==> src/rtl/regfile_wb_arbiter_pkg.sv <==
// Shared definitions for the register-file writeback arbiter.
//   - Default widths for data and register address.
//   - Requester index constants (ALU = 0, load/multi-cycle unit = 1).
//   - Zero-register constant.
//   - Round-robin pick helper.
package regfile_wb_arbiter_pkg;

  localparam int DEF_DATA_W = 32;
  localparam int DEF_ADDR_W = 5;

  localparam logic REQ_ALU = 1'b0;
  localparam logic REQ_LSU = 1'b1;

  localparam int ZERO_REG = 0;

  // Winner for a two-way round-robin: on a tie the requester that did not
  // win last time goes next, otherwise the only non-empty one wins.
  function automatic logic rr_pick(input logic ne0, input logic ne1,
                                   input logic rr_last);
    logic idx;
    idx = REQ_ALU;
    if (ne0 && ne1) begin
      idx = ~rr_last;
    end else if (ne1) begin
      idx = REQ_LSU;
    end
    return idx;
  endfunction

endpackage

==> src/rtl/regfile_wb_arbiter_wb_fifo.sv <==
// wb_fifo: small synchronous FIFO holding pending writeback entries.
// Ports:
//   clk, reset_n  - clock (rising edge), asynchronous active-low reset
//   push, din     - write an entry (caller guarantees !full)
//   pop, dout     - remove the head entry (caller guarantees !empty); dout
//                   always shows the current head
//   full, empty   - occupancy flags
// Pointers carry one extra MSB so that full and empty are distinguishable
// when the index bits are equal.
module wb_fifo
  import regfile_wb_arbiter_pkg::*;
#(
  parameter int WIDTH = DEF_ADDR_W + DEF_DATA_W,
  parameter int DEPTH = 2
) (
  input  logic             clk,
  input  logic             reset_n,
  input  logic             push,
  input  logic             pop,
  input  logic [WIDTH-1:0] din,
  output logic [WIDTH-1:0] dout,
  output logic             full,
  output logic             empty
);

  localparam int IDX_W = $clog2(DEPTH);
  localparam int PTR_W = IDX_W + 1;

  logic [PTR_W-1:0] wr_ptr_q, wr_ptr_d;
  logic [PTR_W-1:0] rd_ptr_q, rd_ptr_d;
  logic [WIDTH-1:0] mem_q [DEPTH];

  always_comb begin
    wr_ptr_d = wr_ptr_q + PTR_W'(push);
    rd_ptr_d = rd_ptr_q + PTR_W'(pop);
  end

  always_ff @(posedge clk or negedge reset_n) begin
    if (!reset_n) begin
      wr_ptr_q <= '0;
      rd_ptr_q <= '0;
    end else begin
      wr_ptr_q <= wr_ptr_d;
      rd_ptr_q <= rd_ptr_d;
    end
  end

  // Storage is data only; validity is tracked entirely by the pointers.
  always_ff @(posedge clk) begin
    if (push) begin
      mem_q[wr_ptr_q[IDX_W-1:0]] <= din;
    end
  end

  assign dout  = mem_q[rd_ptr_q[IDX_W-1:0]];
  assign empty = (wr_ptr_q == rd_ptr_q);
  assign full  = (wr_ptr_q[PTR_W-1] != rd_ptr_q[PTR_W-1]) &&
                 (wr_ptr_q[IDX_W-1:0] == rd_ptr_q[IDX_W-1:0]);

endmodule

==> src/rtl/regfile_wb_arbiter.sv <==
// regfile_wb_arbiter: shares the register file's single write port between
// the ALU writeback (requester 0) and the load/multi-cycle unit
// (requester 1). Each requester feeds a wb_fifo; the FIFO heads arbitrate
// round-robin and the winner is issued through a registered write port.
// Ports:
//   clk, reset_n                  - clock, asynchronous active-low reset
//   reqN_valid/ready/addr/data    - requester N push interface (N = 0, 1)
//   RegWrite, write_addr,
//   write_data                    - registered register-file write port
//   idle                          - both FIFOs empty and no write in flight
// Optional feature, macro REGFILE_WB_FWD_EN:
//   fwd_rd_addr_k (in), fwd_hit_k / fwd_data_k (out), k = 1, 2 - bypass of
//   the write currently on the port, for readers in the same cycle.
module regfile_wb_arbiter
  import regfile_wb_arbiter_pkg::*;
#(
  parameter int DATA_W    = DEF_DATA_W,
  parameter int ADDR_W    = DEF_ADDR_W,
  parameter int DEPTH     = 2,
  parameter int DROP_ZERO = 1
) (
  input  logic              clk,
  input  logic              reset_n,
  input  logic              req0_valid,
  output logic              req0_ready,
  input  logic [ADDR_W-1:0] req0_addr,
  input  logic [DATA_W-1:0] req0_data,
  input  logic              req1_valid,
  output logic              req1_ready,
  input  logic [ADDR_W-1:0] req1_addr,
  input  logic [DATA_W-1:0] req1_data,
`ifdef REGFILE_WB_FWD_EN
  input  logic [ADDR_W-1:0] fwd_rd_addr_1,
  input  logic [ADDR_W-1:0] fwd_rd_addr_2,
  output logic              fwd_hit_1,
  output logic              fwd_hit_2,
  output logic [DATA_W-1:0] fwd_data_1,
  output logic [DATA_W-1:0] fwd_data_2,
`endif
  output logic              RegWrite,
  output logic [ADDR_W-1:0] write_addr,
  output logic [DATA_W-1:0] write_data,
  output logic              idle
);

  localparam int ENTRY_W = ADDR_W + DATA_W;

  logic               full0, empty0, push0, pop0;
  logic               full1, empty1, push1, pop1;
  logic [ENTRY_W-1:0] dout0, dout1;

  logic               gnt_vld;
  logic               gnt_idx;
  logic [ADDR_W-1:0]  head_addr;
  logic [DATA_W-1:0]  head_data;
  logic               drop;

  logic               rr_last_q, rr_last_d;
  logic               reg_write_q, reg_write_d;
  logic [ADDR_W-1:0]  write_addr_q, write_addr_d;
  logic [DATA_W-1:0]  write_data_q, write_data_d;

  // Ready depends only on the current occupancy, never on a same-cycle pop.
  assign req0_ready = !full0;
  assign req1_ready = !full1;
  assign push0      = req0_valid && !full0;
  assign push1      = req1_valid && !full1;

  wb_fifo #(.WIDTH(ENTRY_W), .DEPTH(DEPTH)) u_fifo_alu (
    .clk    (clk),
    .reset_n(reset_n),
    .push   (push0),
    .pop    (pop0),
    .din    ({req0_addr, req0_data}),
    .dout   (dout0),
    .full   (full0),
    .empty  (empty0)
  );

  wb_fifo #(.WIDTH(ENTRY_W), .DEPTH(DEPTH)) u_fifo_lsu (
    .clk    (clk),
    .reset_n(reset_n),
    .push   (push1),
    .pop    (pop1),
    .din    ({req1_addr, req1_data}),
    .dout   (dout1),
    .full   (full1),
    .empty  (empty1)
  );

  always_comb begin
    gnt_vld   = !empty0 || !empty1;
    gnt_idx   = rr_pick(!empty0, !empty1, rr_last_q);
    pop0      = gnt_vld && (gnt_idx == REQ_ALU);
    pop1      = gnt_vld && (gnt_idx == REQ_LSU);
    head_addr = (gnt_idx == REQ_LSU) ? dout1[DATA_W +: ADDR_W] : dout0[DATA_W +: ADDR_W];
    head_data = (gnt_idx == REQ_LSU) ? dout1[DATA_W-1:0] : dout0[DATA_W-1:0];
    // A register-0 head is still popped; it just never reaches the port.
    drop      = (DROP_ZERO != 0) && (head_addr == ADDR_W'(ZERO_REG));
  end

  always_comb begin
    rr_last_d    = gnt_vld ? gnt_idx : rr_last_q;
    reg_write_d  = gnt_vld && !drop;
    write_addr_d = write_addr_q;
    write_data_d = write_data_q;
    if (gnt_vld && !drop) begin
      write_addr_d = head_addr;
      write_data_d = head_data;
    end
  end

  // Output stage: registered write port and round-robin history.
  always_ff @(posedge clk or negedge reset_n) begin
    if (!reset_n) begin
      rr_last_q    <= REQ_LSU;
      reg_write_q  <= 1'b0;
      write_addr_q <= '0;
      write_data_q <= '0;
    end else begin
      rr_last_q    <= rr_last_d;
      reg_write_q  <= reg_write_d;
      write_addr_q <= write_addr_d;
      write_data_q <= write_data_d;
    end
  end

  assign RegWrite   = reg_write_q;
  assign write_addr = write_addr_q;
  assign write_data = write_data_q;
  assign idle       = empty0 && empty1 && !reg_write_q;

`ifdef REGFILE_WB_FWD_EN
  logic zero_blk_1, zero_blk_2;

  // Register 0 is never forwarded when zero writes are being dropped.
  assign zero_blk_1 = (DROP_ZERO != 0) && (fwd_rd_addr_1 == ADDR_W'(ZERO_REG));
  assign zero_blk_2 = (DROP_ZERO != 0) && (fwd_rd_addr_2 == ADDR_W'(ZERO_REG));
  assign fwd_hit_1  = reg_write_q && (write_addr_q == fwd_rd_addr_1) && !zero_blk_1;
  assign fwd_hit_2  = reg_write_q && (write_addr_q == fwd_rd_addr_2) && !zero_blk_2;
  assign fwd_data_1 = fwd_hit_1 ? write_data_q : '0;
  assign fwd_data_2 = fwd_hit_2 ? write_data_q : '0;
`endif

endmodule

==> config.mk <==
export PLATFORM = sky130hd
export DESIGN_NAME = regfile_wb_arbiter
export DESIGN_NICKNAME = d
export VERILOG_FILES = /design/src/rtl/regfile_wb_arbiter_pkg.sv /design/src/rtl/regfile_wb_arbiter_wb_fifo.sv /design/src/rtl/regfile_wb_arbiter.sv
export SDC_FILE = /design/constraint.sdc
export NUM_CORES = 1
export LEC_CHECK = 0
export ABC_AREA = 1
export BUFFER_PORTS_ARGS = -buffer_cell sky130_fd_sc_hd__buf_2
export CAP_MARGIN = 10
export CELL_PAD_IN_SITES_DETAIL_PLACEMENT = 1
export CELL_PAD_IN_SITES_GLOBAL_PLACEMENT = 2
export CORE_MARGIN = 2
export CORE_UTILIZATION = 40
export CTS_CLUSTER_SIZE = 8
export DETAILED_ROUTE_END_ITERATION = 7
export PLACE_DENSITY = 0.9
export SYNTH_ARGS = -nofsm -noshare
export SYNTH_HDL_FRONTEND = slang
export SYNTH_SLANG_ARGS = --single-unit
==> constraint.sdc <==
create_clock -name clk -period 4.6 [get_ports clk]
set_input_delay 0 -clock clk [delete_from_list [all_inputs] [get_ports clk]]
set_output_delay 0 -clock clk [all_outputs]
set_load 0.01 [all_outputs]
# Word level (Yosys, flattened, before mapping)
# Memories as Yosys holds them, arrays and structs flattened.
# Cells that the tools add are included.
[op_classes]
n_addsub = 4
eq_ne = 6
muxes = 8
n_bitwise = 2
n_reduce_logical = 18
[op_table]
columns = ["operator", "n"]
rows = [
  ["2-to-1 mux 32 bit", 1],
  ["logical AND 1 bit", 10],
  ["adder 2 x 1 -> 2 bit", 4],
  ["logical NOT 1 bit", 6],
  ["2-to-1 mux 1 bit", 6],
  ["logical NOT 5 bit", 1],
  ["2-to-1 mux 5 bit", 1],
  ["equality test 2 bit", 2],
  ["equality test 1 bit", 2],
  ["!= test 1 bit", 2],
  ["inverter 1 bit", 2],
  ["logical OR 1 bit", 1],
]
[word_totals]
reg_bits = 47
ram_bits = 148
word_cells = 48
mem_count = 2
[mem_list]
columns = ["name", "words", "word_bits", "read_ports", "rd_ports_with_merged_regs", "write_ports", "line_no", "rtl"]
rows = [
  ["u_fifo_alu.mem_q", 2, 37, 1, 0, 1, "regfile_wb_arbiter_wb_fifo.sv:31", "logic [WIDTH-1:0] mem_q [DEPTH];"],
  ["u_fifo_lsu.mem_q", 2, 37, 1, 0, 1, "regfile_wb_arbiter_wb_fifo.sv:31", ""],
]

# Longest topological paths before layout
# Gate-level depths: netlist of run 1.
[depth]
depth_word = 8
ltp_mapped = 14
mapped_depth_nobuf = 13

# By module
# Synthesis of run 1 repeated with hierarchy kept, for this count alone.
[hier_totals]
cells_unflattened = 750
hier_area_um2 = 7991.4
[by_module_without_submodules]
columns = ["mod", "n_inst", "cells_per_inst", "area_each_um2", "seq_area_each_um2"]
rows = [
  ["wb_fifo", 2, 218, 2924.1, 2322.2],
  ["regfile_wb_arbiter", 1, 314, 2143.3, 977.2],
]

# Worst setup path after synthesis of run 1
# No wires, ideal clock.
[synth_timing]
kind = "register to register"
start = "register u_fifo_lsu.wr_ptr_q[1]"
end = "memory u_fifo_lsu.mem_q[1][0] in the netlist's numbering (enable)"
setup_time_ns = 0.399
t_arrival_ns = 1.868
required_time_ns = 4.201
slack_ns = 2.332
stages_incl_launch_ff = 5
n_path_buf = 0
period_less_slack_ns = 2.268
cell_sequence = "dfrtp_1 xnor2_1 inv_1 a21boi_0 ha_1"
[synth_between]
elab_chain_cells = 6
[synth_rtl]
columns = ["item", "line_no", "rtl"]
rows = [
  ["start, declared", "regfile_wb_arbiter_wb_fifo.sv:29", "logic [PTR_W-1:0] wr_ptr_q, wr_ptr_d;"],
  ["start signal, assigned", "regfile_wb_arbiter_wb_fifo.sv:43", "wr_ptr_q <= wr_ptr_d;"],
  ["!= test 1 bit", "regfile_wb_arbiter_wb_fifo.sv:57", "assign full = (wr_ptr_q[PTR_W-1] != rd_ptr_q[PTR_W-1]) &&"],
  ["logical AND 1 bit", "regfile_wb_arbiter_wb_fifo.sv:57", ""],
  ["logical NOT 1 bit", "regfile_wb_arbiter.sv:67", "assign push1 = req1_valid && !full1;"],
  ["logical AND 1 bit", "regfile_wb_arbiter.sv:67", ""],
  ["2-to-1 mux 1 bit", "regfile_wb_arbiter_wb_fifo.sv:50", "if (push) begin"],
  ["2-to-1 mux 1 bit (not written as such)", "regfile_wb_arbiter_wb_fifo.sv:51", "mem_q[wr_ptr_q[IDX_W-1:0]] <= din;"],
  ["end, declared", "regfile_wb_arbiter_wb_fifo.sv:31", ""],
]
# Every way passes these cells.

# Worst setup path in the final report of run 1
[layout_timing]
start = "register u_fifo_lsu.rd_ptr_q[0]"
end = "register write_data_q[25], in the netlist write_data[25]"
[layout_between]
elab_chain_cells = 8
[layout_rtl]
columns = ["item", "line_no", "rtl"]
rows = [
  ["start, declared", "regfile_wb_arbiter_wb_fifo.sv:30", "logic [PTR_W-1:0] rd_ptr_q, rd_ptr_d;"],
  ["start signal, assigned", "regfile_wb_arbiter_wb_fifo.sv:44", "rd_ptr_q <= rd_ptr_d;"],
  ["equality test 2 bit", "regfile_wb_arbiter_wb_fifo.sv:56", "assign empty = (wr_ptr_q == rd_ptr_q);"],
  ["logical NOT 1 bit", "regfile_wb_arbiter.sv:92, regfile_wb_arbiter.sv:93", ""],
  ["logical AND 1 bit", "regfile_wb_arbiter_pkg.sv:22", "if (ne0 && ne1) begin"],
  ["2-to-1 mux 1 bit", "regfile_wb_arbiter_pkg.sv:22", ""],
  ["2-to-1 mux 5 bit", "regfile_wb_arbiter.sv:96", "head_addr = (gnt_idx == REQ_LSU) ? dout1[DATA_W +: ADDR_W] : dout0[DATA_W +: ADDR_W];"],
  ["logical NOT 5 bit", "regfile_wb_arbiter.sv:99", "drop = (DROP_ZERO != 0) && (head_addr == ADDR_W'(ZERO_REG));"],
  ["logical NOT 1 bit", "regfile_wb_arbiter.sv:107", "if (gnt_vld && !drop) begin"],
  ["logical AND 1 bit", "regfile_wb_arbiter.sv:107", ""],
  ["end signal, assigned", "regfile_wb_arbiter.sv:124", "write_data_q <= write_data_d;"],
  ["end, declared", "regfile_wb_arbiter.sv:61", "logic [DATA_W-1:0] write_data_q, write_data_d;"],
]
# Several ways; a longest one is shown, not always the timed one.
# A chain may end at the register's enable or synchronous reset.

==> results.md, run 1 <==
* Worst Path Max Fanout at 71
* Net Count, Synth at ~740
* Total Wirelength at approximately 19 mm
* Clock Skew at roughly 0.015 ns
* Vias in the first global route at about 5,600
* TritonCTS Sinks at around 200
* CTS H-Tree Depth at 4
* Synth Instances at between 600 and 700
* Clock power share at 0.206
* Row count at 50
* Pwr dens at 754 nW/µm²
* I/O pin count at about 120
* FF-to-FF setup slack at a little over 0.9 ns
* Initial antenna violation count at 0
* Cell Area, Synth at 7670 µm²
* Ys Warns at 0
* Syn Area/Cell at 11.7 µm²
* Worst path max stage delay at 0.96 ns
* Yosys reg bits at about 200
* Final Cell Area at between 9000 and 10,000 µm²
* Avg WL per Cell at roughly 17 µm
* Simple logic cell fraction of the synthesized area at 0.183
* RR Startpoint: u_fifo_lsu.rd_ptr_q[0]
* Sw Share at 0.388
* Area grow syn2layout at 27.7%
* CTS root buffer: clkbuf_16
* Die Span X at 142 µm
* Pint at about 4500 µW
* Non-Filler Instances at 1,089
* Initial Util at 0.409
* Max cap viols at 0
* Minimum clock period at roughly 3.7 ns
* First-pass GRT wire length at approximately 29 mm
* CP Depth at 9
* Final hold viol count at 0
* Crit share post-route at 0.799
* Routability cong. at ~0.80
* Antenna fix cells at 0
* Largest net degree at the start of global routing at between 70 and 80
* Maximum clock rate at about 270 MHz
* Startpoint types: register
* Adder-cell share of the synthesized area at 0.00979
* Worst path cell trace: xnor2_1 > nand2_1 > nand2_4 > nand2_1 > o21ai_1 > nand2_1 > o21bai_4 > nand2_1 > nand2_1
* Cell family with the largest share of critical-path delay: simple AND/OR/NAND/NOR gates
* Filler Cell Count at 2,037
* Gr usage total at 0.195
* Hold Slack at between 0.15 and 0.2 ns
* Final Core Density at 0.522
* Crit-path most repeated cell: nand2_1
* Drt drc at 0
* Placed Cells at between 900 and 1,000
* Mux cell area share after synthesis at 0.00261
* RR Endpoint: write_data[25]
* Status: finished clean
* Crit. End Element: register
* Synth top area share at 0.579
* Flop pwr share at 0.397
* CTS tree: done
* Port Buf Inserts at roughly 120
* CP arrival at slightly above 4 ns
* EDFF count, synth at 148
* Worst skew pair latency at 0.43 ns
* Setup TNS at 0 ns
* Leak at around 0.0042 µW
* RSZ-0062 raised after global routing: false
* Antenna-violating nets left at 0
* Pins over their slew limit at 0
* Area leader, netlist: edfxtp_1
* Reg area at between 5000 and 6000 µm²
* DR vias at between 5,000 and 6,000
* GRT overflow at 0
* Worst vdd ir at about 0.38 mV
* CP Buf/Inv Count at 0
* Post-DR vias/cell at about 4.9
* Hold/Removal Path Class: in -> reg
* Sw Pwr at between 2000 and 3000 µW
* FF-to-FF path depth at 9
* Worst slew pin tran at about 1.1 ns
* # nets final at about 930
* Largest cells by area after synthesis: edfxtp_1, dfrtp_1, nand2_1
* Top post-synthesis cells by count: nand2_1, edfxtp_1, dfrtp_1
* Max_slew headroom at 0.285
* Asr flop ratio synth at 0.241
* CTS buffer count at 17
* Main combinational cell family by area after synthesis: simple AND/OR/NAND/NOR gates
* Drt first pass iters at 4
* Area occupied by multi-input gates at roughly 1800 µm²
* Count leader, synth: nand2_1
* HP Start: req1_valid
* Comb pwr share at 0.396
* Seq/Total Area, Yosys at 0.733
* Placement Cell Area at ~8400 µm²
* Cell variety after synth at 26
* WHS Endpoint: u_fifo_lsu.wr_ptr_q[0]
* Worst-path clk slew at about 0.070 ns
* Initial DRC Count at 250
* Share of layout cells above drive strength 1 at 0.192
* WP data required at between 4 and 5 ns
* Die Ht at ~140 µm
* Final setup vio count at 0
* Xor/xnor share of the synthesized area at 0.00685
* Compound-Gate Fraction of Synth Area at 0.0328
* Core Area at 18,800 µm²
* HPWL after detailed placement at ~12 mm
* Most used DFF post-synth: edfxtp_1
* Max Root-Sink Buffers at 2
* Worst Hold Depth at 4
* Die Area at roughly 20,000 µm²
* CP max-delay cell: dfrtp_2
* Critical path class: reg -> reg
[layout by cell type, fill, tap and decap left out, drive strengths merged, types with 3 or more instances in the layout]
cell         count
a31oi           32
o21ai            5
ha               6
bufinv           4
dlygate4sd3     75
nor2            36
xor2             4
dfrtp           46
clkinv           4
nand3           41
clkbuf          22
buf            121
inv             24
nand2          274
edfxtp         148
or2              3
[flip-flops by register name, summed over array words and instances (netlist names), 2 cells and up]
register	count
u_fifo_lsu.wr_ptr_q	2
u_fifo_alu.wr_ptr_q	2
write_addr	5
u_fifo_alu.rd_ptr_q	2
u_fifo_lsu.rd_ptr_q	2
write_data	32
u_fifo_lsu.mem_q	74
u_fifo_alu.mem_q	74
[layout make-up]
| class | count | share of cell area |
|---|---|---|
| sequential | 195 | 0.574 |
| inverter | 24 | 0.00920 |
| clock inverter | 10 | 0.0161 |
| multi-input combinational | 408 | 0.186 |
| timing repair buffer | 196 | 0.139 |
| tap | 234 | 0.0299 |
| clock buffer | 22 | 0.0454 |
[power by group through the flow]
stage	Clock [µW]	Combinational (µW)	Sequential [µW]
final	1520	2930	2930
after global routing	1620	3330	2990
after CTS	1550	2960	2940
after detailed placement	0	2900	2970
after global placement	0	2740	2940
after floorplan	0	2050	2910
[through the flow]
step / total power (µW) / setup WS [ns]
after floorplan: 4960 / 2.33
after CTS: 7450 / 0.925
final: 7390 / 0.926
after global routing: 7940 / 0.622
after global placement: 5680 / 1.17
after detailed placement: 5860 / 0.938
[logic make-up (layout without fill, tap and decap cells)]
kind of cell	after synthesis	count (layout)
adder cells (fa/ha/maj)	6	6
AO/OA/AOI/OAI	40	40
AND/OR/NAND/NOR	354	354
XOR/XNOR	6	6
buffers and inverters	55	252
multiplexers	2	2
flip-flops	195	195
[how the worst max path moves through the flow]
stage / startpoint / endpoint / slack, ns
final: u_fifo_lsu.rd_ptr_q[0] / write_data[25] / 0.93
after global placement: u_fifo_lsu.rd_ptr_q[0] / write_addr[4] / 1.17
after CTS: u_fifo_lsu.rd_ptr_q[0] / write_data[25] / 0.93
after detailed placement: u_fifo_lsu.rd_ptr_q[0] / RegWrite / 0.94
after floorplan: u_fifo_lsu.wr_ptr_q[1] / u_fifo_lsu.mem_q[1][0] / 2.33
after global routing: u_fifo_lsu.rd_ptr_q[0] / write_data[29] / 0.62
[what timing repair did]
item                      4_1_cts  5_1_grt
hold buffers                   75        0
resized for setup               0        0
hold endpoints to repair      194        0
buffers inserted                0        0
[worst reg2reg max path: stages, from the launching register on]
cell and delay [ns]:
dfrtp_2 0.96, xnor2_1 0.25, nand2_1 0.24, nand2_4 0.62
nand2_1 0.10, o21ai_1 0.18, nand2_1 0.16, o21bai_4 0.80
nand2_1 0.19, nand2_1 0.12
[routing by layer]
metal | GRT usage | wire [µm]
met5 | 0 | 0
met2 | 0.343 | 10200
met3 | 0.0421 | 695
met4 | 0.0672 | 133
met1 | 0.238 | 8030
Note: power is estimated with default switching activity, not from simulation.
==> inputs of run 2 (changes only) <==
--- a/config.mk
+++ b/config.mk
@@ -5,16 +5,16 @@
 export SDC_FILE = /design/constraint.sdc
 export NUM_CORES = 1
 export LEC_CHECK = 0
-export ABC_AREA = 1
+export ABC_AREA = 0
 export BUFFER_PORTS_ARGS = -buffer_cell sky130_fd_sc_hd__buf_2
 export CAP_MARGIN = 10
 export CELL_PAD_IN_SITES_DETAIL_PLACEMENT = 1
 export CELL_PAD_IN_SITES_GLOBAL_PLACEMENT = 2
 export CORE_MARGIN = 2
-export CORE_UTILIZATION = 40
+export CORE_UTILIZATION = 38
 export CTS_CLUSTER_SIZE = 8
 export DETAILED_ROUTE_END_ITERATION = 7
-export PLACE_DENSITY = 0.9
+export PLACE_DENSITY = 0.82
 export SYNTH_ARGS = -nofsm -noshare
 export SYNTH_HDL_FRONTEND = slang
 export SYNTH_SLANG_ARGS = --single-unit
==> constraint.sdc (replaced) <==
create_clock -name clk -period 3.2 [get_ports clk]
set_input_delay 0 -clock clk [delete_from_list [all_inputs] [get_ports clk]]
set_output_delay 0 -clock clk [all_outputs]
set_load 0.01 [all_outputs]
==> results.md, run 2 <==
* Initial DRC Count at about 300
* Final hold viol count at 0
* Final setup vio count at 0
* Total setup buffers inserted after CTS at 0
* Setup TNS at 0 ns
* Max Root-Sink Buffers at 2
* Worst slew pin tran at a little under 0.7 ns
* Die Area at ~24,000 µm²
* Share of layout cells above drive strength 1 at 0.403
* Crit share post-route at 0.777
* Worst path max stage delay at approximately 0.67 ns
* Worst-path clk slew at 0.07 ns
* Largest net degree at the start of global routing at 48
* Minimum clock period at 2.49 ns
* Initial antenna violation count at 0
* Area grow syn2layout at 26.8%
* Crit. End Element: primary output
* Post-DR vias/cell at around 5.2
* Vias in the first global route at between 5,000 and 6,000
* CTS H-Tree Depth at 4
* CP arrival at approximately 2.5 ns
* Worst Path Max Fanout at 39
* Die Ht at around 150 µm
* Synth top area share at 0.525
* Worst vdd ir at around 0.74 mV
* Count leader, synth: edfxtp_1
* HP Start: req0_valid
* Drt drc at 0
* Worst setup endpoint: idle
* Hold/Removal Path Class: in -> reg
* Placement Cell Area at 9420 µm²
* Maximum clock rate at ~400 MHz
* CP max-delay cell: dfrtp_2
* Avg WL per Cell at 21.1 µm
* Net Count, Synth at 590
* Initial Util at 0.388
* RSZ-0062 raised after global routing: false
* Total Wirelength at 20.9 mm
* Crit path from: u_fifo_lsu.rd_ptr_q[0]
* Drt first pass iters at 4
* Die Span X at between 150 and 200 µm
* Syn Area/Cell at ~17 µm²
* First-pass GRT wire length at approximately 33 mm
* Critical path class: reg -> out
* FF-to-FF setup slack at 0.75 ns
* RR Startpoint: u_fifo_alu.rd_ptr_q[0]
* I/O pin count at roughly 120
* Status: finished clean
* WP data required at approximately 3.2 ns
* Cell variety after synth at 36
* Max_slew headroom at 0.538
* Clock Skew at 0.0107 ns
* EDFF count, synth at between 100 and 150
* Cell Area, Synth at around 8500 µm²
* Row count at 54
* HPWL after detailed placement at between 10 and 15 mm
* Most common cell after layout, fill and taps aside: edfxtp_1
* # nets final at 779
* Pins over their slew limit at 0
* Filler Cell Count at ~2,100
* Reg area at 5620 µm²
* CTS root buffer: clkbuf_16
* CTS tree: done
* Seq/Total Area, Yosys at 0.663
* Worst skew pair latency at between 0.4 and 0.5 ns
* Gr usage total at 0.183
* Ys Warns at 0
* TritonCTS Sinks at between 150 and 200
* Antenna-violating nets left at 0
* Max cap viols at 0
* Commonest non-fill, non-tap cells in the layout: edfxtp_1, buf_2, mux2_2, dlygate4sd3_1, nand4_1
* RR Endpoint: write_addr[2]
* Antenna fix cells at 0
* Top post-synthesis cells by count: edfxtp_1, mux2_2, nand4_1
* Startpoint types: register
* DR vias at around 5,200
* Pwr dens at between 1000 and 1500 nW/µm²
* CTS buffer count at 17
* Core Area at between 20,000 and 25,000 µm²
* Area leader, netlist: edfxtp_1
* Largest cells by area after synthesis: edfxtp_1, dfrtp_1, mux2_2
* FF-to-FF path depth at 5
* Yosys reg bits at approximately 200
* Routability cong. at between 0.7 and 0.8
* GRT overflow at 0
* Worst path cell trace: xor2_1 > or2_2 > buf_4 > nor3_1 > buf_2
* Most used DFF post-synth: edfxtp_1
* Area occupied by multi-input gates at 2510 µm²
* Synth Instances at approximately 500
* Port Buf Inserts at roughly 120
* Final Cell Area at roughly 11,000 µm²
* Leak at slightly above 0.004 µW
* Asr flop ratio synth at 0.241
==> run 2: layout make-up <==
cell class	instances	share of cell area
clock buffer	20	0.0416
sequential	195	0.523
tap	280	0.0326
clock inverter	12	0.0122
timing repair buffer	210	0.141
multi-input combinational	228	0.234
inverter	43	0.0150
==> run 2: what timing repair did <==
action | 4_1_cts | 5_1_grt
hold endpoints to repair | 194 | 0
hold buffers | 75 | 0
resized for setup | 0 | 0
==> run 2: how the worst min path moves through the flow <==
stage | depth (start not counted) | endpoint | slack, ns
after global placement | 2 | write_addr[4] | 0.16
after CTS | 4 | u_fifo_alu.wr_ptr_q[0] | 0.02
after floorplan | 0 | RegWrite | -0.30
final | 4 | u_fifo_alu.wr_ptr_q[0] | 0.03
after detailed placement | 2 | write_data[15] | 0.18
after global routing | 4 | u_fifo_alu.wr_ptr_q[0] | 0.06
==> run 2: power by group <==
group          internal (µW)  switching [µW]  total, µW  leakage (µW)
logic                   2720            3920       6640       0.00187
clock network           1170             924       2100      0.000273
registers               3810             489       4300       0.00192
==> run 2: critical path: cells and delay by family, from the launching register on <==
| kind | cells | cell delay, ns |
|---|---|---|
| AND/OR/NAND/NOR | 2 | 0.64 |
| flip-flops | 1 | 0.67 |
| buffers and inverters | 2 | 0.48 |
| XOR/XNOR | 1 | 0.24 |
==> run 2: cells by family (layout without fill, tap and decap cells) <==
kind of cell	after synthesis	after routing	synth area share
adder cells (fa/ha/maj)	6	6	0.00886
buffers and inverters	83	285	0.0458
flip-flops	195	195	0.663
AO/OA/AOI/OAI	44	44	0.104
multiplexers	75	75	0.0997
AND/OR/NAND/NOR	95	95	0.0696
XOR/XNOR	8	8	0.00827
==> run 2: per-layer routing <==
metal,part of all wire,track usage,up-vias
li1,-,-,2357
met1,0.44,0.238,2656
met2,0.51,0.314,130
met3,0.036,0.0349,21
met4,0.015,0.0511,0
met5,0,0,-
==> run 2: stage by stage <==
step	util	std cells	power (µW)	hold WS (ns)	setup slack, ns
2_1_floorplan	-	506	9280	-0.296	0.826
3_3_place_gp	0.432	881	10600	0.157	0.858
3_5_place_dp	0.432	881	10900	0.181	0.757
4_1_cts	0.492	988	13100	0.0249	0.675
5_1_grt	0.492	988	13700	0.0582	0.592
6_report	0.492	988	13000	0.0308	0.714
